[config.mk]
export PLATFORM = sky130hd
export DESIGN_NAME = alu_arbiter_flat
export DESIGN_NICKNAME = d
export VERILOG_FILES = /design/src/rtl/alu_arbiter_if.sv /design/src/rtl/alu_arbiter.sv /design/src/flat_wrapper.sv
export SDC_FILE = /design/constraint.sdc
export NUM_CORES = 1
export LEC_CHECK = 0
export BUFFER_PORTS_ARGS = -buffer_cell sky130_fd_sc_hd__buf_4
export CAP_MARGIN = 10
export CORE_MARGIN = 1.5
export CORE_UTILIZATION = 41
export DETAILED_ROUTE_END_ITERATION = 8
export GPL_TIMING_DRIVEN = 0
export PLACE_DENSITY = 0.73
export SETUP_SLACK_MARGIN = 0.5
export SLEW_MARGIN = 20
export SYNTH_ARGS = -nofsm -noshare
export SYNTH_HDL_FRONTEND = slang
export SYNTH_SLANG_ARGS = --single-unit
[constraint.sdc]
create_clock -name clk -period 1.3 [get_ports clk]
set_input_delay 0.26 -clock clk [delete_from_list [all_inputs] [get_ports clk]]
set_output_delay 0.26 -clock clk [all_outputs]
set_load 0.03 [all_outputs]
[src/rtl/alu_arbiter_if.sv]
// Requester-side bus of the ALU arbiter: two operand/request channels plus the shared result/done return.
interface alu_arbiter_if #(
    parameter int WIDTH = 8
);
    logic             Req0;
    logic [WIDTH-1:0] OpA0;
    logic [WIDTH-1:0] OpB0;
    logic             Req1;
    logic [WIDTH-1:0] OpA1;
    logic [WIDTH-1:0] OpB1;
    logic             Done0;
    logic             Done1;
    logic [WIDTH-1:0] Result;
    logic             Busy;

    modport slave (
        input  Req0, OpA0, OpB0, Req1, OpA1, OpB1,
        output Done0, Done1, Result, Busy
    );

    modport master (
        output Req0, OpA0, OpB0, Req1, OpA1, OpB1,
        input  Done0, Done1, Result, Busy
    );
endinterface

[src/rtl/alu_arbiter.sv]
// Round-robin sequencer sharing one adder ALU between two requesters: IDLE -> ISSUE -> DONE.
module alu_arbiter #(
    parameter int WIDTH = 8
) (
    input  logic             clk,
    input  logic             rst_n,
    alu_arbiter_if.slave     bus,
    output logic             ALUOp,
    output logic [WIDTH-1:0] ALUInA,
    output logic [WIDTH-1:0] ALUInB,
    input  logic [WIDTH-1:0] ALUOutput,
    output logic [7:0]       OpCount
);
    typedef enum logic [1:0] {
        IDLE  = 2'd0,
        ISSUE = 2'd1,
        DONE  = 2'd2
    } state_e;

    state_e           state_q, state_d;
    logic             grant_q, grant_d;
    logic             last_q, last_d;
    logic [WIDTH-1:0] ina_q, ina_d;
    logic [WIDTH-1:0] inb_q, inb_d;
    logic [WIDTH-1:0] result_q, result_d;
    logic             done0_q, done0_d;
    logic             done1_q, done1_d;
    logic [7:0]       cnt_q, cnt_d;
    logic             win;

    always_ff @(posedge clk) begin
        if (!rst_n) begin
            state_q  <= IDLE;
            grant_q  <= 1'b0;
            last_q   <= 1'b1;
            ina_q    <= '0;
            inb_q    <= '0;
            result_q <= '0;
            done0_q  <= 1'b0;
            done1_q  <= 1'b0;
            cnt_q    <= '0;
        end else begin
            state_q  <= state_d;
            grant_q  <= grant_d;
            last_q   <= last_d;
            ina_q    <= ina_d;
            inb_q    <= inb_d;
            result_q <= result_d;
            done0_q  <= done0_d;
            done1_q  <= done1_d;
            cnt_q    <= cnt_d;
        end
    end

    always_comb begin
        state_d  = state_q;
        grant_d  = grant_q;
        last_d   = last_q;
        ina_d    = ina_q;
        inb_d    = inb_q;
        result_d = result_q;
        done0_d  = 1'b0;
        done1_d  = 1'b0;
        cnt_d    = cnt_q;
        win      = 1'b0;

        case (state_q)
            IDLE: begin
                if (bus.Req0 || bus.Req1) begin
                    // On a tie the requester that did not win last time goes next
                    win     = (bus.Req0 && bus.Req1) ? ~last_q : bus.Req1;
                    grant_d = win;
                    last_d  = win;
                    ina_d   = win ? bus.OpA1 : bus.OpA0;
                    inb_d   = win ? bus.OpB1 : bus.OpB0;
                    state_d = ISSUE;
                end
            end
            ISSUE: begin
                result_d = ALUOutput;
                done0_d  = ~grant_q;
                done1_d  = grant_q;
                state_d  = DONE;
            end
            DONE: begin
                cnt_d   = cnt_q + 8'd1;
                state_d = IDLE;
            end
            default: state_d = IDLE;
        endcase
    end

    assign ALUOp      = (state_q == ISSUE);
    assign ALUInA     = ina_q;
    assign ALUInB     = inb_q;
    assign OpCount    = cnt_q;
    assign bus.Done0  = done0_q;
    assign bus.Done1  = done1_q;
    assign bus.Result = result_q;
    assign bus.Busy   = (state_q != IDLE);
endmodule

[src/flat_wrapper.sv]
// flat-port wrapper written by rule: the top's interface ports become plain ports
module alu_arbiter_flat 
#(
    parameter int WIDTH = 8
)
  (clk, rst_n, ALUOp, ALUInA, ALUInB, ALUOutput, OpCount, bus_Req0, bus_OpA0, bus_OpB0, bus_Req1, bus_OpA1, bus_OpB1, bus_Done0, bus_Done1, bus_Result, bus_Busy);
  alu_arbiter_if #(.WIDTH(WIDTH)) bus_i ();
  input  logic clk;
  input  logic rst_n;
  output logic ALUOp;
  output logic [WIDTH-1:0] ALUInA;
  output logic [WIDTH-1:0] ALUInB;
  input  logic [WIDTH-1:0] ALUOutput;
  output logic [7:0] OpCount;
  input wire logic [$bits(bus_i.Req0)-1:0] bus_Req0;
  input wire logic [$bits(bus_i.OpA0)-1:0] bus_OpA0;
  input wire logic [$bits(bus_i.OpB0)-1:0] bus_OpB0;
  input wire logic [$bits(bus_i.Req1)-1:0] bus_Req1;
  input wire logic [$bits(bus_i.OpA1)-1:0] bus_OpA1;
  input wire logic [$bits(bus_i.OpB1)-1:0] bus_OpB1;
  output wire logic [$bits(bus_i.Done0)-1:0] bus_Done0;
  output wire logic [$bits(bus_i.Done1)-1:0] bus_Done1;
  output wire logic [$bits(bus_i.Result)-1:0] bus_Result;
  output wire logic [$bits(bus_i.Busy)-1:0] bus_Busy;
  assign bus_i.Req0 = bus_Req0;
  assign bus_i.OpA0 = bus_OpA0;
  assign bus_i.OpB0 = bus_OpB0;
  assign bus_i.Req1 = bus_Req1;
  assign bus_i.OpA1 = bus_OpA1;
  assign bus_i.OpB1 = bus_OpB1;
  assign bus_Done0 = bus_i.Done0;
  assign bus_Done1 = bus_i.Done1;
  assign bus_Result = bus_i.Result;
  assign bus_Busy = bus_i.Busy;
  alu_arbiter #(.WIDTH(WIDTH)) u_core (.clk(clk), .rst_n(rst_n), .bus(bus_i), .ALUOp(ALUOp), .ALUInA(ALUInA), .ALUInB(ALUInB), .ALUOutput(ALUOutput), .OpCount(OpCount));
endmodule
# Word-level counts from Yosys, hierarchy flattened
# Cells that the tools add are included.
# classes
add_sub_neg,1
n_mul,0
div,0
n_lt_le_gt_ge,0
n_eq_ne,3
n_shift,0
n_mux,5
n_bitwise,2
n_reduce_logical,6
# ops
operator,count
two-way mux 8 bit,2
adder 8 x 1 -> 8 bit (second input constant),1
one-hot mux 2 bit (2 select lines),1
AND reduction 2 bit,2
equality test 2 x 1 -> 1 bit (second input constant),1
equality test 2 bit (second input constant),1
logical NOT 2 bit,1
two-way mux 2 bit,1
!= test 2 x 1 -> 1 bit (second input constant),1
NOT 1 bit,2
nonzero test 2 bit,1
logical AND 1 bit,1
logical OR 1 bit,1
two-way mux 1 bit,1
# totals
reg_bits,38
latch_bits,0
ramBits,0
romBits,0
inputBits,44
output_inout_bits,36
wordCells,26
mem_count,0

# Longest topological paths before layout
# logic_depth
ltp_word,3
mapped_depth,6
depth_no_buf,4

# Worst setup path after synthesis
# No wires, ideal clock.
# synth_path
path_kind,flip-flop to flip-flop
from,register u_core.cnt_q[0] (netlist: u_core.OpCount[0])
to,register u_core.cnt_q[6] (netlist: u_core.OpCount[6])
setup_ns,0.071
arrival_ns,1.445
setup_slack_ns,-0.215
stages_incl_launch_ff,5
n_path_buf,0
path_cell_list,dfxtp_1 -> ha_1 -> inv_1 -> or4_1 -> a21oi_1
# synth_between
elab_chain_cells,1
# synth_lines
element,line,source
start: declaration,alu_arbiter.sv:28,"logic [7:0] cnt_q, cnt_d;"
start signal: assignment,alu_arbiter.sv:51,cnt_q <= cnt_d;
adder 8 x 1 -> 8 bit,alu_arbiter.sv:86,cnt_d = cnt_q + 8'd1;
# No other way between the ends.
# A chain may end at the register's enable or synchronous reset.

# Worst setup path after layout
# layout_path
from,register u_core.state_q[0]
to,register u_core.cnt_q[6] (netlist: u_core.OpCount[6])
# layout_between
elab_chain_cells,1
# layout_lines
element,line,source
start: declaration,alu_arbiter.sv:20,"state_e state_q, state_d;"
start signal: assignment,alu_arbiter.sv:43,state_q <= state_d;
equality test 2 bit,alu_arbiter.sv:67,case (state_q)
# No other way between the ends.

==> reports/results.ini <==
[status]
status = finished with violations
violations = setup timing

[logic_synthesis]
syn_nets = 233
synthCells = 188
yosysUniqueCellTypes = 30
synth-compound-area-share = 0.263
synth_area_per_cell_sq_um = 8.68
yosysTopAreaCell = dfxtp_1
synth_top_family_by_area = compound AO/OA/AOI/OAI gates
synthTopCellsByArea = dfxtp_1 47%, nand2_1 12%, a21oi_1 9.5%
syn_area_sq_um = 1630
ys_seq_area_frac = 0.466
synth-xor-area-share = 0.0107
synth-seq-cells = 38
synthMuxAreaShare = 0.00613
synth_top_area_share = 0.466
post_synth_fa_ha_maj_area_fraction = 0.00767
yosysWarnings = 0
yosys.area_share.simple = 0.199

[floorplanning]
die_width_microns = 66.1
die_h_microns = 66.1
core_sq_um = 3740
row_count = 22
dieArea_sq_um = 4370
pin_count = 80
start_util = 0.436

[critical_path]
max_stage_delay_ns = 0.52
path_max_fanout = 7
r2r-start = u_core.state_q[0]
startpoint = u_core.state_q[0]
cp-start-kind = flop
slowest_stage = or4_1
critical_path_class = flop to flop
reg2reg_slack_ns = -0.06
end_kind = flop
cp.required_ns = 1.52
path_cells = nand4b_1 > or4_1 > a21oi_2
cp.arrival_ns = 1.58

[clock_tree]
clock_latency_ns = 0.29
cts_hold_buf = 0
clkTransAtPathRegs_ns = 0.08
clkSinkCount = 38
cts_root_buf = clkbuf_8
h-tree-depth = 2
cts_buffers = 5
tritoncts = done
cts.path.max_buffers = 2

[timing]
hold_viol_final = 0
hold-worst-slack_ns = 0.184
skew_ns = 0.00825
worst_slack_ns = -0.0584
maxSlewViolCount = 0
timing.final.crit_share = 1.04
fmax_mhz = 736
setup_viol = 12
finalCriticalPeriod_ns = 1.36
worstMarginPinSlew_ns = 0.689
rsz0062_at_grt = yes
max_slew_margin = 0.541

[layout]
final_util = 0.865
nFillCells = 214
layout.nets = 347
drive_gt1_frac = 0.710
diodes = 0
area_delta_synth_final_pct = 98.5

[min_path]
worstHoldStart = rst_n
hold_class = primary input to flop

[route]
ant_nets = 0
post_drt_via_cell_ratio = 5.19
drt-wirelength-per-cell_microns = 15.8
vias = 1821
drtIter0Drc = 70
drc = 0
routed_wl_mm = 5.53
dr.pass1.iters = 5

[global_route]
grt_start_max_net_pins = 13
antenna_found_initial = 0
grt_use_total = 0.239
gr-total-overflow = 0
grt_pass1_vias = 1780
grt_pass1_wl_mm = 8.07

[placed_design]
place_congestion = 0.784
numPortBuffers = 79
dp_hpwl_mm = 2.88

[pwr]
irDropWorstVdd_v = 0.000739
total_power_uw = 3720
leakagePower_uw = 0.00140
power_density_nw_per_um2 = 1150

[run]
cap_violations = 0

## cell usage after synthesis, drive strengths merged
cell    instances
nand2          52
dfxtp          38
a21oi          31
a311oi         16
clkbuf          8
nor2            5
buf             4
o31ai           4
or4             4
and3            3
a21bo           2
clkinv          2
inv             2
nand2b          2
nand3           2
o21ai           2
xor2            2
a21boi          1
and2            1
ha              1
mux2i           1
nand3b          1
nand4b          1
nor3            1
or2             1
or3             1
## cells in the final DEF, fill, tap and decap left out, drive strengths merged
master	instances
a311oi	16
or3	1
xor2	2
nand2b	2
a21oi	31
nand2	52
nor3	1
and3	3
clkinv	2
a21bo	2
or4	4
dfxtp	38
nand4b	1
nor2	5
o21ai	2
clkbuf	13
or2	1
nand3	2
ha	1
buf	111
o31ai	4
a21boi	1
bufinv	2
mux2i	1
and2	1
inv	2
bufbuf	1
nand3b	1
## per-stage QoR
stage | setup TNS, ns | cells | setup WS [ns] | cell area (sq um)
after global routing | -0.833 | 351 | -0.0877 | 3240
after floorplan | 0 | 188 | 0.0217 | 1770
final | -0.182 | 351 | -0.0584 | 3240
after detailed placement | -3.02 | 315 | -0.270 | 2420
after CTS | -0.0662 | 343 | -0.0365 | 3090
after global placement | -3.03 | 315 | -0.281 | 2420
## power breakdown
part / internal, uW / switching, uW / leakage [uW]
combinational: 591 / 529 / 0.000998
sequential: 1260 / 82.9 / 0.000328
clock: 819 / 438 / 0.0000714
## layer usage
layer	vias to the layer above	wire, microns	GRT usage
li1	893	-	-
met1	856	2250	0.274
met4	0	63	0.0612
met3	8	309	0.0579
met5	-	0	0
met2	64	2910	0.439
## area by class of cell
class	instances	area (sq um)	area share
multi-input combinational	134	995	0.307
timing repair buffer	107	1030	0.320
tap	48	60.1	0.0185
clock buffer	6	82.6	0.0255
buffer	12	149	0.0460
inverter	4	27.5	0.00850
sequential	38	830	0.256
clock inverter	2	60.1	0.0185
## critical path, delay by kind of cell, from the launching register on
kind	cells	cell delay [ns]
and+or+nand+nor	2	0.78
DFF	1	0.39
AOI/OAI and AO/OA	1	0.13
## worst paths after layout
| kind | cells after the start | to |
|---|---|---|
| worst min-delay path | 2 | u_core.last_q |
| worst max register to register | 3 | u_core.OpCount[6] |
| worst min register to register | 1 | u_core.bus.Done0 |
| worst max-delay path | 3 | u_core.OpCount[6] |
## state kept, by name, summed over array words and instances (netlist names)
name / cells
u_core.last_q: 1
u_core.bus.Result: 8
u_core.OpCount: 8
u_core.ALUInB: 8
u_core.bus.Done0: 1
u_core.ALUInA: 8
u_core.state_q: 2
u_core.bus.Done1: 1
u_core.grant_q: 1
## logic make-up after synthesis
logic type / after synthesis
AND/OR/NAND/NOR: 74
AO/OA/AOI/OAI: 56
flip-flops: 38
buffers and inverters: 16
XOR/XNOR: 2
multiplexers: 1
adder cells (fa/ha/maj): 1
## repair_timing
action | 4_1_cts | 5_1_grt
resized for setup | 106 | 29
cloned | 2 | 0
endpoints found under the hold margin | 0 | 0
buffers inserted | 18 | 8
endpoints found under the setup margin | 74 | 74
pin swaps | 10 | 13
(Power assumes the default switching activity.)
